===== config.mk =====
export PLATFORM = sky130hd
export DESIGN_NAME = shreg_deser_flat
export DESIGN_NICKNAME = d
export VERILOG_FILES = /design/src/rtl/shreg_deser_if.sv /design/src/rtl/shreg_deser.sv /design/src/flat_wrapper.sv
export SDC_FILE = /design/constraint.sdc
export NUM_CORES = 1
export LEC_CHECK = 0
export CORE_ASPECT_RATIO = 1.2
export CORE_UTILIZATION = 55
export DETAILED_ROUTE_END_ITERATION = 8
export DONT_BUFFER_PORTS = 1
export PLACE_DENSITY = 0.7
export SYNTH_ARGS = -nofsm -noshare
export SYNTH_HDL_FRONTEND = slang
export SYNTH_SLANG_ARGS = --single-unit

===== constraint.sdc =====
create_clock -name clk -period 5.4 [get_ports clk]
set_clock_uncertainty 0.15 [all_clocks]
set_input_delay 0.54 -clock clk [delete_from_list [all_inputs] [get_ports clk]]
set_output_delay 0.54 -clock clk [all_outputs]
set_load 0.02 [all_outputs]

===== src/rtl/shreg_deser_if.sv =====
`default_nettype none
// ============================================================================
//  Module      : shreg_deser_if
//  Description : Output word stream of the deserializer. The FIFO head word
//                and its valid flag go downstream; ready comes back.
//  Ports       : o_data  - FIFO head word (WIDTH bits)
//                o_valid - FIFO non-empty
//                o_ready - downstream accepts o_data this cycle
//  Revision    : 1.0 - initial release
// ============================================================================
interface shreg_deser_if #(
  parameter int WIDTH = 8
) ();
  logic [WIDTH-1:0] o_data;
  logic             o_valid;
  logic             o_ready;

  // The deserializer drives the word stream.
  modport master (
    output o_data,
    output o_valid,
    input  o_ready
  );

  // The downstream consumer.
  modport slave (
    input  o_data,
    input  o_valid,
    output o_ready
  );
endinterface
`default_nettype wire


===== src/rtl/shreg_deser.sv =====
`default_nettype none
// ============================================================================
//  Module      : shreg_deser
//  Description : Serial-to-parallel capture stage. Hunts for the SYNC word in
//                the strobed bit stream, then packs the following bits
//                MSB-first into WIDTH-bit words. The words are buffered in a
//                DEPTH-entry FIFO and drained through valid/ready.
//  Ports       : clk      - clock, rising edge
//                rn       - asynchronous active-low reset
//                en       - bit strobe, d sampled only when en=1
//                d        - serial data bit
//                hunt     - drop lock and search for SYNC again
//                out_if   - word stream (o_data / o_valid / o_ready)
//                locked   - 1 while in the locked state
//                overflow - sticky, a finished word was dropped (FIFO full)
//                fill     - FIFO occupancy
//  Revision    : 1.0 - initial release
// ============================================================================
module shreg_deser #(
  parameter int               WIDTH = 8,
  parameter logic [WIDTH-1:0] SYNC  = 8'hA5,
  parameter int               DEPTH = 4
) (
  input  wire logic                       clk,
  input  wire logic                       rn,
  input  wire logic                       en,
  input  wire logic                       d,
  input  wire logic                       hunt,
  shreg_deser_if.master                   out_if,
  output logic                            locked,
  output logic                            overflow,
  output logic [$clog2(DEPTH+1)-1:0]      fill
);

  localparam int CW = $clog2(WIDTH + 1);  // hunt counter, saturates at WIDTH
  localparam int BW = $clog2(WIDTH);      // bit counter, 0..WIDTH-1
  localparam int AW = $clog2(DEPTH);      // FIFO pointers
  localparam int FW = $clog2(DEPTH + 1);  // FIFO occupancy

  localparam logic [CW-1:0] c_HCNT_SAT  = CW'(WIDTH);
  localparam logic [CW-1:0] c_HCNT_ARM  = CW'(WIDTH - 1);
  localparam logic [BW-1:0] c_BIT_LAST  = BW'(WIDTH - 1);
  localparam logic [FW-1:0] c_FILL_FULL = FW'(DEPTH);

  typedef enum logic [0:0] {
    S_HUNT   = 1'b0,
    S_LOCKED = 1'b1
  } state_t;

  state_t           state_q,  state_d;
  logic [WIDTH-1:0] window_q, window_d;
  logic [CW-1:0]    hcnt_q,   hcnt_d;
  logic [BW-1:0]    bitcnt_q, bitcnt_d;
  logic [AW-1:0]    wr_ptr_q, wr_ptr_d;
  logic [AW-1:0]    rd_ptr_q, rd_ptr_d;
  logic [FW-1:0]    fill_q,   fill_d;
  logic             ovf_q,    ovf_d;
  logic [WIDTH-1:0] mem_q [DEPTH];

  logic [WIDTH-1:0] w_win;
  logic             w_pop;
  logic             w_push;
  logic             w_push_ok;

  // Window as it will look after shifting in the current bit.
  assign w_win = {window_q[WIDTH-2:0], d};

  // --------------------------------------------------------------------------
  // Next-state and FIFO control
  // --------------------------------------------------------------------------
  always_comb begin
    state_d   = state_q;
    window_d  = window_q;
    hcnt_d    = hcnt_q;
    bitcnt_d  = bitcnt_q;
    wr_ptr_d  = wr_ptr_q;
    rd_ptr_d  = rd_ptr_q;
    fill_d    = fill_q;
    ovf_d     = ovf_q;
    w_push    = 1'b0;
    w_push_ok = 1'b0;
    w_pop     = (fill_q != '0) & out_if.o_ready;

    if (hunt) begin
      // Any bit strobed on this edge is discarded along with the partial word.
      state_d  = S_HUNT;
      hcnt_d   = '0;
      bitcnt_d = '0;
      ovf_d    = 1'b0;
    end else if (en) begin
      window_d = w_win;
      case (state_q)
        S_HUNT: begin
          // hcnt_q counts bits already taken; at WIDTH-1 this edge fills the
          // window with bits received entirely since entering HUNT.
          if ((hcnt_q >= c_HCNT_ARM) && (w_win == SYNC)) begin
            state_d  = S_LOCKED;
            bitcnt_d = '0;
          end
          if (hcnt_q != c_HCNT_SAT) begin
            hcnt_d = hcnt_q + CW'(1);
          end
        end
        S_LOCKED: begin
          if (bitcnt_q == c_BIT_LAST) begin
            bitcnt_d = '0;
            w_push   = 1'b1;
          end else begin
            bitcnt_d = bitcnt_q + BW'(1);
          end
        end
        default: begin
          state_d = S_HUNT;
        end
      endcase
    end

    // A pop on the same edge frees the slot, so a full FIFO can still accept.
    w_push_ok = w_push & ((fill_q != c_FILL_FULL) | w_pop);
    if (w_push & ~w_push_ok) begin
      ovf_d = 1'b1;
    end

    if (w_push_ok) begin
      wr_ptr_d = wr_ptr_q + AW'(1);
    end
    if (w_pop) begin
      rd_ptr_d = rd_ptr_q + AW'(1);
    end

    case ({w_push_ok, w_pop})
      2'b10:   fill_d = fill_q + FW'(1);
      2'b01:   fill_d = fill_q - FW'(1);
      default: fill_d = fill_q;
    endcase
  end

  // --------------------------------------------------------------------------
  // State registers
  // --------------------------------------------------------------------------
  always_ff @(posedge clk or negedge rn) begin
    if (!rn) begin
      state_q  <= S_HUNT;
      window_q <= '0;
      hcnt_q   <= '0;
      bitcnt_q <= '0;
      wr_ptr_q <= '0;
      rd_ptr_q <= '0;
      fill_q   <= '0;
      ovf_q    <= 1'b0;
    end else begin
      state_q  <= state_d;
      window_q <= window_d;
      hcnt_q   <= hcnt_d;
      bitcnt_q <= bitcnt_d;
      wr_ptr_q <= wr_ptr_d;
      rd_ptr_q <= rd_ptr_d;
      fill_q   <= fill_d;
      ovf_q    <= ovf_d;
    end
  end

  // FIFO storage needs no reset: the head word is masked while empty.
  always_ff @(posedge clk) begin
    if (w_push_ok) begin
      mem_q[wr_ptr_q] <= w_win;
    end
  end

  // --------------------------------------------------------------------------
  // Outputs, all decoded from registers
  // --------------------------------------------------------------------------
  assign out_if.o_valid = (fill_q != '0);
  assign out_if.o_data  = (fill_q != '0) ? mem_q[rd_ptr_q] : '0;
  assign locked         = (state_q == S_LOCKED);
  assign overflow       = ovf_q;
  assign fill           = fill_q;

endmodule
`default_nettype wire

===== src/flat_wrapper.sv =====
// flat-port wrapper written by rule: the top's interface ports become plain ports
module shreg_deser_flat 
#(
  parameter int               WIDTH = 8,
  parameter logic [WIDTH-1:0] SYNC  = 8'hA5,
  parameter int               DEPTH = 4
)
  (clk, rn, en, d, hunt, locked, overflow, fill, out_if_o_data, out_if_o_valid, out_if_o_ready);
  shreg_deser_if #(.WIDTH(WIDTH)) out_if_i ();
  input  wire logic clk;
  input  wire logic rn;
  input  wire logic en;
  input  wire logic d;
  input  wire logic hunt;
  output logic locked;
  output logic overflow;
  output logic [$clog2(DEPTH+1)-1:0] fill;
  output wire logic [$bits(out_if_i.o_data)-1:0] out_if_o_data;
  output wire logic [$bits(out_if_i.o_valid)-1:0] out_if_o_valid;
  input wire logic [$bits(out_if_i.o_ready)-1:0] out_if_o_ready;
  assign out_if_o_data = out_if_i.o_data;
  assign out_if_o_valid = out_if_i.o_valid;
  assign out_if_i.o_ready = out_if_o_ready;
  shreg_deser #(.WIDTH(WIDTH), .SYNC(SYNC), .DEPTH(DEPTH)) u_core (.clk(clk), .rn(rn), .en(en), .d(d), .hunt(hunt), .out_if(out_if_i), .locked(locked), .overflow(overflow), .fill(fill));
endmodule

==> metrics.csv <==
stage;metric;value;unit
outcome;outcome;complete, no violations;
layout;nets;188;
timing;unrepaired setup endpoints after global routing;no;
power;Pwr Density;431;nW/um^2
global_route;met1 usage;21.3;%
synthesis;Mapped Avg Cell Area;14.5;um^2
setup_path;critical path endpoint category;flip-flop;
global_route;grt total ovfl;0;
timing;Slew @ Worst Pin;1.03;ns
timing;period utilization;51.5;%
synthesis;synth warn;0;
global_route;first-pass GRT wire length;6600;um
timing;Hold Fails Final Rpt;0;
synthesis;Async SR Flop Fraction;41.8;%
clock_tree;root buf cell;clkbuf_8;
timing;Final Critical Period;2.78;ns
timing;final setup fails;0;
layout;most common cell after layout, fill and taps aside;edfxtp_1;
power;leakage;1.02;nW
die;Top Ports;20;
layout;post-route cell area;2660;um^2
clock_tree;CTS tree;built;
routing;residual DRC count;0;
synthesis;Mapped Cells;173;
global_route;vias in the first global route;1370;
timing;relative slew slack;31.4;%
layout;Fill cells;327;
synthesis;number of synthesized flops with an enable pin;32;
setup_path;CP Max Fanout;12;
global_route;GRT busiest layer;met2;
routing;WL per Instance;17.2;um
clock_tree;H-tree levels;2;
power;Pwr Total;0.00115;W
synthesis;Seq cells post-synth;55;
routing;vias per std cell;5.77;
global_route;routing usage on met3;4.19;%
die;Core ar.;4330;um^2
setup_path;Critical Path Source Type;flip-flop;
layout;area growth from synthesis to layout;5.52;%
synthesis;Area contributors post-synth;edfxtp_1 38%, dfrtp_1 23%, mux4_2 7.2%, ha_1 4.0%, mux2_1 3.1%;
die;Chip Height;76.1;um
synthesis;Distinct cells, synth;39;
setup_path;Arrival @ worst endpoint;2.80;ns
placed_design;Port Buffers;0;
routing;Routed Antenna Nets;0;
routing;WL final;3950;um
timing;TNS Setup;0;ns
routing;DR pass1 iterations;4;
placed_design;Cells after DPL;221;
die;Die W;63.7;um
clock_tree;clock sinks;55;
setup_path;WS Path Type;reg -> reg;
placed_design;placed instance area;2530;um^2
synthesis;Synth top area share;38.2;%
clock_tree;post-CTS setup buffers;0;
setup_path;CP required;5.41;ns
synthesis;syn_nets;188;
clock_tree;Resized cells post-CTS;0;
global_route;gr usage total;18.3;%
run;number of max-cap violations;0;
timing;Fmax;0.360;GHz
placed_design;HPWL Detailed;2900;um
clock_tree;Num CTS Buffers;5;
min_path;worst hold path class;in -> reg;
global_route;initial antenna violation count;0;
layout;most frequent cells in the layout;32 x edfxtp_1, 23 x dfrtp_1, 12 x inv_1, 12 x and2_1, 9 x nor2_1;
global_route;largest net degree at the start of global routing;24;
layout;layout cells sized above 1;10.9;%
timing;Slew Limit Fails;0;
routing;drt initial violations;49;
layout;# diodes;0;
clock_tree;Worst-Skew Late Latency;0.30;ns
clock_tree;Reg clk slew, reported paths;0.09;ns
global_route;routing usage on met2;31.8;%
synthesis;Post-synth top flop;edfxtp_1;
layout;final non-filler cell total;230;
die;die area;4850;um^2
power;Max VDD drop;163;uV
die;initial core utilization;58.2;%
die;# rows;26;
placed_design;GP Congestion;0.821;
synthesis;Seq/Total Area, Yosys;61.1;%
routing;via count;1326;
synthesis;Synth area leader;edfxtp_1;
clock_tree;clk buf depth;2;
synthesis;Mapped Area;2520;um^2
## stage by stage
stage                     setup WS (ns)  utilization (%)  hold slack (ns)
after global routing               2.49             61.4            0.119
after CTS                          2.62             61.4            0.130
after floorplan                    2.92                -           0.0944
final                              2.62             61.4            0.141
after global placement             2.75             58.6           0.0950
after detailed placement           2.65             58.6           0.0950
## cells by family after synthesis
kind of cell / after synthesis / synth area share (%)
AO/OA/AOI/OAI: 19 / 5.57
XOR/XNOR: 8 / 3.08
adder cells (fa/ha/maj): 9 / 4.77
buffers and inverters: 20 / 3.88
flip-flops: 55 / 61.1
multiplexers: 17 / 11.1
AND/OR/NAND/NOR: 45 / 10.5
## where the power goes
group,switching [W],internal [W]
combinational,0.000144,0.000127
clock,0.000125,0.000138
sequential,0.000105,0.000506
total,0.000374,0.000771
## registers in the layout (all words and copies together) (netlist names)
| signal | cells |
|---|---|
| u_core.overflow | 1 |
| u_core.rd_ptr_q | 2 |
| u_core.window_q | 7 |
| u_core.bitcnt_q | 3 |
| u_core.hcnt_q | 4 |
| u_core.locked | 1 |
| u_core.mem_q | 32 |
| u_core.wr_ptr_q | 2 |
| u_core.fill | 3 |
## timing repair
| action | CTS | global route |
|---|---|---|
| hold buffers | 1 | 0 |
| setup endpoints to repair | 0 | 0 |
| endpoints found under the hold margin | 23 | 0 |
## path summary, 6_finish.rpt
path                                                      from  cells after the start                             end  slack (ns)
worst max-delay path                u_core.fill[2]$_DFFE_PN0P_                      6      u_core.fill[2]$_DFFE_PN0P_        2.62
worst min-delay path                                      hunt                      1    u_core.hcnt_q[2]$_DFFE_PN0P_        0.14
worst max register to register      u_core.fill[2]$_DFFE_PN0P_                      6      u_core.fill[2]$_DFFE_PN0P_        2.62
worst min register to register  u_core.window_q[6]$_DFFE_PN0P_                      0    u_core.mem_q[3][7]$_DFFE_PP_        0.40
max in group asynchronous                                   rn                      1      u_core.fill[2]$_DFFE_PN0P_        3.77
min in group asynchronous                                   rn                      1  u_core.bitcnt_q[2]$_DFFE_PN0P_        0.71
## routing by layer
metal  up-vias  routed length (um)
met3         8                 117
li1        623                   -
met2        30                2120
met4         0                  85
met1       665                1620
met5         -                   0
## synthesized netlist by cell type (2+ instances only)
| master | number |
|---|---|
| a31oi_1 | 2 |
| and2_1 | 12 |
| buf_2 | 3 |
| buf_6 | 2 |
| clkbuf_1 | 2 |
| dfrtp_1 | 23 |
| edfxtp_1 | 32 |
| ha_1 | 8 |
| inv_1 | 12 |
| mux2_1 | 7 |
| mux2i_1 | 2 |
| mux4_2 | 8 |
| nand2_1 | 7 |
| nand3_1 | 5 |
| nor2_1 | 9 |
| nor4bb_1 | 2 |
| o211ai_1 | 2 |
| o21ai_1 | 2 |
| o221ai_1 | 2 |
| o22ai_1 | 5 |
| or3_1 | 3 |
| xnor2_1 | 5 |
| xor2_1 | 2 |
## final cells by class
cell class	instances	area (um^2)	area share, %
sequential	55	1540	57.9
tap	56	70.1	2.64
clock buffer	5	68.8	2.59
clock inverter	3	42.5	1.60
multi-input combinational	98	882	33.2
inverter	12	45.0	1.70
timing repair buffer	1	10.0	0.377
## critical path, cell delays in order (launching register included)
cell	delay (ns)
dfrtp_1	0.66
or3_1	0.51
nand3_1	0.16
fa_1	0.44
or3_1	0.42
a31oi_1	0.19
o211ai_1	0.11
No activity file was read; power rests on OpenSTA's default activity.
